<file path="src/rtl/btn_event_pkg.sv">
// Shared types and helpers for the button event classifier.
// Holds the gesture FSM state encoding and the ms-to-cycles conversion.
package btn_event_pkg;

  typedef enum logic [2:0] {
    IDLE      = 3'd0,
    PRESSED   = 3'd1,
    LONG_HELD = 3'd2,
    GAP       = 3'd3,
    SECOND    = 3'd4
  } btn_state_e;

  // 64-bit arithmetic so large clock rates times long durations cannot overflow.
  function automatic longint unsigned ms_to_cycles(input longint unsigned freq_hz,
                                                   input longint unsigned ms);
    return (freq_hz * ms) / 64'd1000;
  endfunction

endpackage

</file>
<file path="src/rtl/event_timer.sv">
// Saturating cycle timer with synchronous clear and an equality compare against a
// caller-selected terminal value.
module event_timer #(
  parameter int unsigned WIDTH = 24
) (
  input  logic             clk_i,
  input  logic             reset_i,
  input  logic             clear_i,
  input  logic             enable_i,
  input  logic [WIDTH-1:0] terminal_i,
  output logic             hit_o
);

  localparam logic [WIDTH-1:0] ONE = WIDTH'(1);

  logic [WIDTH-1:0] count_reg;
  logic [WIDTH-1:0] count_next;

  // Clear has priority; the count holds at all-ones instead of wrapping.
  always_comb begin
    count_next = count_reg;
    if (clear_i) begin
      count_next = '0;
    end else if (enable_i && (count_reg != '1)) begin
      count_next = count_reg + ONE;
    end
  end

  always_ff @(posedge clk_i) begin
    if (reset_i) begin
      count_reg <= '0;
    end else begin
      count_reg <= count_next;
    end
  end

  assign hit_o = (count_reg == terminal_i);

endmodule

</file>
<file path="src/rtl/button_event_classifier.sv">
// Classifies a debounced button level into press/release edges and short, long
// and double-click gestures; every output is a registered single-cycle pulse.
module button_event_classifier
  import btn_event_pkg::*;
#(
  parameter int unsigned WIDTH_COUNTER   = 24,
  parameter int unsigned CLOCK_FREQ      = 10_000_000,
  parameter int unsigned LONG_PRESS_MS   = 1000,
  parameter int unsigned DOUBLE_CLICK_MS = 300
) (
  input  logic clk_i,
  input  logic reset_i,
  input  logic debounced_i,
  output logic press_o,
  output logic release_o,
  output logic short_o,
  output logic long_o,
  output logic double_o
);

  localparam longint unsigned LONG_CYCLES = ms_to_cycles(64'(CLOCK_FREQ), 64'(LONG_PRESS_MS));
  localparam longint unsigned GAP_CYCLES  = ms_to_cycles(64'(CLOCK_FREQ), 64'(DOUBLE_CLICK_MS));
  localparam longint unsigned COUNT_MAX   = (64'd1 << WIDTH_COUNTER) - 64'd1;

  generate
    if ((LONG_CYCLES < 64'd2) || (GAP_CYCLES < 64'd2) ||
        (LONG_CYCLES > COUNT_MAX) || (GAP_CYCLES > COUNT_MAX)) begin : gen_bad_params
      $error("button_event_classifier: timing constants must be >= 2 and fit WIDTH_COUNTER");
    end
  endgenerate

  localparam logic [WIDTH_COUNTER-1:0] LONG_TERM = WIDTH_COUNTER'(LONG_CYCLES - 64'd1);
  localparam logic [WIDTH_COUNTER-1:0] GAP_TERM  = WIDTH_COUNTER'(GAP_CYCLES - 64'd1);

  logic       prev_reg;
  logic       rise;
  logic       fall;
  btn_state_e state_reg;
  btn_state_e state_next;
  logic       timer_clear;
  logic       timer_hit;
  logic [WIDTH_COUNTER-1:0] timer_terminal;

  logic press_reg, release_reg, short_reg, long_reg, double_reg;
  logic short_next, long_next, double_next;

  assign rise = debounced_i & ~prev_reg;
  assign fall = ~debounced_i & prev_reg;

  // Only GAP waits on the release window; every other timed state waits on the hold time.
  assign timer_terminal = (state_reg == GAP) ? GAP_TERM : LONG_TERM;
  assign timer_clear    = (state_next != state_reg);

  event_timer #(
    .WIDTH (WIDTH_COUNTER)
  ) u_timer (
    .clk_i      (clk_i),
    .reset_i    (reset_i),
    .clear_i    (timer_clear),
    .enable_i   (1'b1),
    .terminal_i (timer_terminal),
    .hit_o      (timer_hit)
  );

  always_ff @(posedge clk_i) begin
    if (reset_i) begin
      state_reg <= IDLE;
    end else begin
      state_reg <= state_next;
    end
  end

  // Edges are tested before timeouts so a coincident edge always wins.
  always_comb begin
    state_next = state_reg;
    unique case (state_reg)
      IDLE:      if (rise) state_next = PRESSED;
      PRESSED:   if (fall) state_next = GAP;
                 else if (timer_hit) state_next = LONG_HELD;
      LONG_HELD: if (fall) state_next = IDLE;
      GAP:       if (rise) state_next = SECOND;
                 else if (timer_hit) state_next = IDLE;
      SECOND:    if (fall) state_next = IDLE;
                 else if (timer_hit) state_next = LONG_HELD;
      default:   state_next = IDLE;
    endcase
  end

  always_comb begin
    short_next  = 1'b0;
    long_next   = 1'b0;
    double_next = 1'b0;
    unique case (state_reg)
      PRESSED: long_next = ~fall & timer_hit;
      GAP:     short_next = ~rise & timer_hit;
      SECOND: begin
        double_next = fall;
        long_next   = ~fall & timer_hit;
      end
      default: ;
    endcase
  end

  always_ff @(posedge clk_i) begin
    if (reset_i) begin
      prev_reg    <= 1'b0;
      press_reg   <= 1'b0;
      release_reg <= 1'b0;
      short_reg   <= 1'b0;
      long_reg    <= 1'b0;
      double_reg  <= 1'b0;
    end else begin
      prev_reg    <= debounced_i;
      press_reg   <= rise;
      release_reg <= fall;
      short_reg   <= short_next;
      long_reg    <= long_next;
      double_reg  <= double_next;
    end
  end

  assign press_o   = press_reg;
  assign release_o = release_reg;
  assign short_o   = short_reg;
  assign long_o    = long_reg;
  assign double_o  = double_reg;

endmodule

</file>
<file path="config.mk">
export PLATFORM = sky130hd
export DESIGN_NAME = button_event_classifier
export DESIGN_NICKNAME = d
export VERILOG_FILES = /design/src/rtl/btn_event_pkg.sv /design/src/rtl/event_timer.sv /design/src/rtl/button_event_classifier.sv
export SDC_FILE = /design/constraint.sdc
export NUM_CORES = 1
export LEC_CHECK = 0
export ABC_AREA = 1
export BUFFER_PORTS_ARGS = -buffer_cell sky130_fd_sc_hd__buf_4
export CORE_ASPECT_RATIO = 0.8
export CORE_MARGIN = 3
export CORE_UTILIZATION = 40
export CTS_BUF_LIST = sky130_fd_sc_hd__clkbuf_4 sky130_fd_sc_hd__clkbuf_8
export DETAILED_ROUTE_END_ITERATION = 6
export HOLD_SLACK_MARGIN = 0.1
export PLACE_DENSITY = 0.57
export REMOVE_ABC_BUFFERS = 1
export SYNTH_ARGS = -nofsm -noshare
export SYNTH_HDL_FRONTEND = slang
export SYNTH_SLANG_ARGS = --single-unit
</file>
<file path="constraint.sdc">
create_clock -name clk_i -period 3.3 [get_ports clk_i]
set_input_delay 0.66 -clock clk_i [delete_from_list [all_inputs] [get_ports clk_i]]
set_output_delay 0.66 -clock clk_i [all_outputs]
set_load 0.03 [all_outputs]
</file>
# Word-level counts from Yosys, hierarchy flattened
# Index checks and enable logic that the tools add are counted.
# op_classes
n_addsub,1
n_eq_ne,7
muxes,9
bitwise_logic,11
reduce_logical,6
# ops
op,count
adder 24 x 1 -> 24 bit (second input constant),1
equality test 24 bit,1
two-way mux 24 bit,1
!= test 24 bit (second input constant),1
two-way mux 3 bit,7
case mux 3 bit (5 select lines),1
OR reduction 2 bit,5
inverter 1 bit,7
equality test 3 x 2 -> 1 bit (second input constant),2
bitwise AND 1 bit,4
equality test 3 x 1 -> 1 bit (second input constant),1
equality test 3 bit (second input constant),1
zero test 3 bit,1
!= test 3 bit,1
# totals
register_bits,33
input_bits,3
output_inout_bits,5
word_cells,42

# Longest topological paths before layout
# logic_depth
ltp_word,8
ltp_mapped,13
mapped_depth_nobuf,12

# Modules after synthesis
# From an unflattened synthesis, not the netlist that was laid out.
# hier_totals
cells_unflattened,353
area_unflattened_um2,2279.7
# by_module_without_submodules
mod,instances,cells_each,area_per_inst_um2,seq_area_each_um2
event_timer,1,280,1824.2,480.5
button_event_classifier,1,73,455.4,180.2

# Worst setup path before layout
# No wires, ideal clock.
# synth_path
path_type,register -> register
from,register u_timer.count_reg[0]
to,register u_timer.count_reg[7]
setup_time_ns,0.123
t_arrival_ns,1.679
required_ns,3.177
setup_slack_ns,1.498
stages_incl_launch_ff,12
path_buffers,1
synth_period_minus_slack_ns,1.802
path_cell_list,dfxtp_1 -> ha_1 -> nand3_2 -> nor2_4 -> inv_2 -> nor2_4 -> nand3_4 -> a21oi_4 -> nand3_1 -> nand3_4 -> buf_6 -> nor3_2
# synth_via
elab_chain_cells,6
elab_cells_between_ends,11
classes_between,add/sub (1); eq/ne (3); mux (6); reduce/logical (1)
# synth_rtl
element,line,text
from (decl),event_timer.sv:16,logic [WIDTH-1:0] count_reg;
from (signal assigned),event_timer.sv:33,count_reg <= count_next;
equality test 24 bit,event_timer.sv:37,assign hit_o = (count_reg == terminal_i);
"two-way mux 3 bit, on equally long branches","button_event_classifier.sv:79, button_event_classifier.sv:84, button_event_classifier.sv:82",
"two-way mux 3 bit, on equally long branches","button_event_classifier.sv:83, button_event_classifier.sv:78, button_event_classifier.sv:81",
case mux 3 bit (5 select lines),button_event_classifier.sv:76,unique case (state_reg)
!= test 3 bit,button_event_classifier.sv:52,assign timer_clear = (state_next != state_reg);
OR reduction 2 bit (no line),--,
# Parallel ways exist; a longest one is shown, timed or not.
# A chain may end at the register's enable or synchronous reset.

# Worst setup path in the final report
# layout_path
from,register u_timer.count_reg[0]
to,register u_timer.count_reg[10]
# The elaborated chain is that of the path after synthesis.

==> results.md <==
* Pleak at about 0.76 nW
* Post-synth top area share at 0.331
* Number of flip-flops in the largest register at 24
* RSZ-0062 raised after global routing: no
* Most numerous cell in the Yosys netlist: nand2_1
* Fin. max-slew vios at 0
* Most frequent cells after synthesis: nand2_1 (49), nor2_1 (42), dfxtp_1 (33), inv_1 (31), nor3_2 (21)
* Kind of critical path: flip-flop to flip-flop
* DR iter-0 viols at about 160
* Adder-cell share of the synthesized area at 0.00626
* CTS Buf Count at 5
* Largest net degree at the start of global routing at 25
* Routed vias/inst at around 5.1
* Max IR drop VDD at ~0.2 mV
* Clk_lat worst skew at a little under 0.3 ns
* Post-synth EDFFs at 0
* Ys async rst share at 0
* Nets at between 200 and 300
* Pre-antenna DRT Iters at 4
* Synth Register Bits at 33
* Hpwl dp at 3280 microns
* Crit path launch type: flip-flop
* Max-cap viol count at 0
* Largest family of logic cells by synthesized area: simple AND/OR/NAND/NOR gates
* Port buffer count at 7
* I/O pin total at 8
* Synthesized area at between 1500 and 2000 sq um
* Global-route wire length before repair at 7780 microns
* Die Span X at around 85 microns
* Crit path time final at approximately 2.2 ns
* Inst Count DP at between 300 and 400
* Pwr dens at roughly 370 nW/um^2
* Largest area contributor in the netlist: dfxtp_1
* P&R area growth vs syn at 8.77%
* Diode count at 0
* WP data required at 3.45 ns
* Avg Inst Size Synth at 7.37 sq um
* Fin cells at between 300 and 400
* DR DRC count at 0
* CP endpoint kind: flip-flop
* Cells after Synth at between 200 and 300
* Clock Skew at about 0.0048 ns
* Initial core utilization at 0.425
* Drt wl/cell at 12.8 microns
* Global Route Usage Sum at 0.163
* Hold buffers post-CTS at 0
* Routed Antenna Nets at 0
* Crit path DAT at approximately 2.4 ns
* Compound-Gate Fraction of Synth Area at 0.0394
* Routability cong. at 0.832
* Clock Sinks at 33
* Final Hold Fails at 0
* Yosys cell types at 28
* Xor and xnor area share after synthesis at 0.0877
* Synth warn at 0
* Worst-Margin Slew at 0.686 ns
* Setup TNS at 0 ns
* Die Height at 69.2 microns
* Setup Viol. Count Final at 0
* Seq/Total Area, Yosys at 0.331
* Routed vias at between 1500 and 2000
* Number of global-route vias before repair at 1650
* # resized after CTS at 0
* Worst hold path type: flip-flop to flip-flop
* Clock root cell: clkbuf_8
* Largest cells by area after synthesis: dfxtp_1 (33%), nor3_2 (11%), nand2_1 (9.2%)
* Main synth FF type: dfxtp_1
* Fin area at around 2200 sq um
* Mux cell area share after synthesis at 0.00501
* Layout fillers at around 480
* Status: complete, no violations
* Simple-Gate Fraction of Synth Area at 0.438
* CTS H-tree depth at 2
* Placement Rows at 22
* CTS tree: yes
* Clock Path Buffers at 2
* Max-slew headroom at 0.541
* Total wire length at approximately 4400 microns
* Crit Path Max Fanout at 24
* Antenna violations before repair at 0
* Period utilization at 0.678
* Die ar. at 5880 sq um
* Post-DP Area at roughly 2100 sq um
* Remaining Overflow, GRT at 0
* Fmax at 447 MHz
* Setup Fix Bufs, Post-CTS at 0
* Share of cells above drive strength 1 at 0.189
* CORE AREA at 4710 sq um
* Clock-pin slew on the worst setup and hold paths at about 0.070 ns
## placed cells by master (no fill, tap or decap)
master / Yosys / final
nand2_1: 49 / 49
nor2_1: 42 / 42
dfxtp_1: 33 / 33
inv_1: 31 / 31
nor3_2: 21 / 21
xor2_1: 18 / 18
nor3_1: 16 / 16
nand3_1: 15 / 15
nand4_1: 7 / 7
clkbuf_8: 0 / 7
buf_4: 0 / 7
a21oi_1: 6 / 6
nand2_2: 4 / 4
inv_2: 4 / 4
nand3_2: 3 / 3
xnor2_1: 2 / 2
nor2_4: 2 / 2
nand3_4: 2 / 2
o21ai_0: 2 / 2
o31ai_1: 1 / 1
a21oi_4: 1 / 1
or2_2: 1 / 1
a211oi_1: 1 / 1
nor4_1: 1 / 1
mux2i_1: 1 / 1
o21bai_1: 1 / 1
ha_1: 1 / 1
clkinv_2: 0 / 1
## through the flow
step / setup slack, ns / hold WS (ns) / util / total power, mW
floorplan: 1.33 / 0.458 / - / 0.464
global placement: 1.08 / 0.493 / 0.440 / 0.480
detailed placement: 1.01 / 0.491 / 0.440 / 0.481
CTS: 1.03 / 0.501 / 0.462 / 0.821
global route: 0.802 / 0.541 / 0.462 / 0.848
finish: 1.06 / 0.501 / 0.462 / 0.810
## report_power, final
part | internal (mW) | switching [mW] | leakage [nW]
logic | 0.0151 | 0.0456 | 0.437
registers | 0.404 | 0.00634 | 0.267
clock network | 0.189 | 0.150 | 0.0542
total | 0.607 | 0.202 | 0.758
## cell type report
type,instances,area [sq um],area share
well taps,60,75.1,0.0345
flip-flops and latches,33,661,0.304
clock buffers,7,96.3,0.0443
inverters,35,131,0.0604
multi-input cells,197,1150,0.530
clock inverters,1,5.00,0.00230
repair buffers,7,52.6,0.0242
## worst max-delay path, cell delays in order (launching register included)
cell and delay [ns]:
dfxtp_1 0.41, ha_1 0.25, nand3_2 0.11, nor2_4 0.16
inv_2 0.06, nor2_4 0.12, nand3_4 0.10, nand2_1 0.07
nand2_1 0.05, nand2_1 0.07, nand3_1 0.08, nand2_2 0.51
nor3_1 0.10
## logic make-up (layout without fill, tap and decap cells)
family          after synthesis  after routing
simple gates                163            163
buf+inv                      41             50
flops                        33             33
xor+xnor                     20             20
compound gates               12             12
fa+ha+maj                     1              1
mux                           1              1
## metal layers
layer	global-route usage	wire length, microns	up-vias
li1	-	-	886
met1	0.244	2290	791
met2	0.226	1790	40
met3	0.0368	188	11
met4	0.0598	94	0
met5	0	0	-
## final timing paths
check / depth (start not counted) / startpoint / slack, ns / end
setup reg to reg: 12 / u_timer.count_reg[0] / 1.06 / u_timer.count_reg[10]
hold reg to reg: 2 / prev_reg / 0.50 / release_o
hold / removal: 2 / prev_reg / 0.50 / release_o
setup / recovery: 12 / u_timer.count_reg[0] / 1.06 / u_timer.count_reg[10]
(Power assumes the default switching activity.)
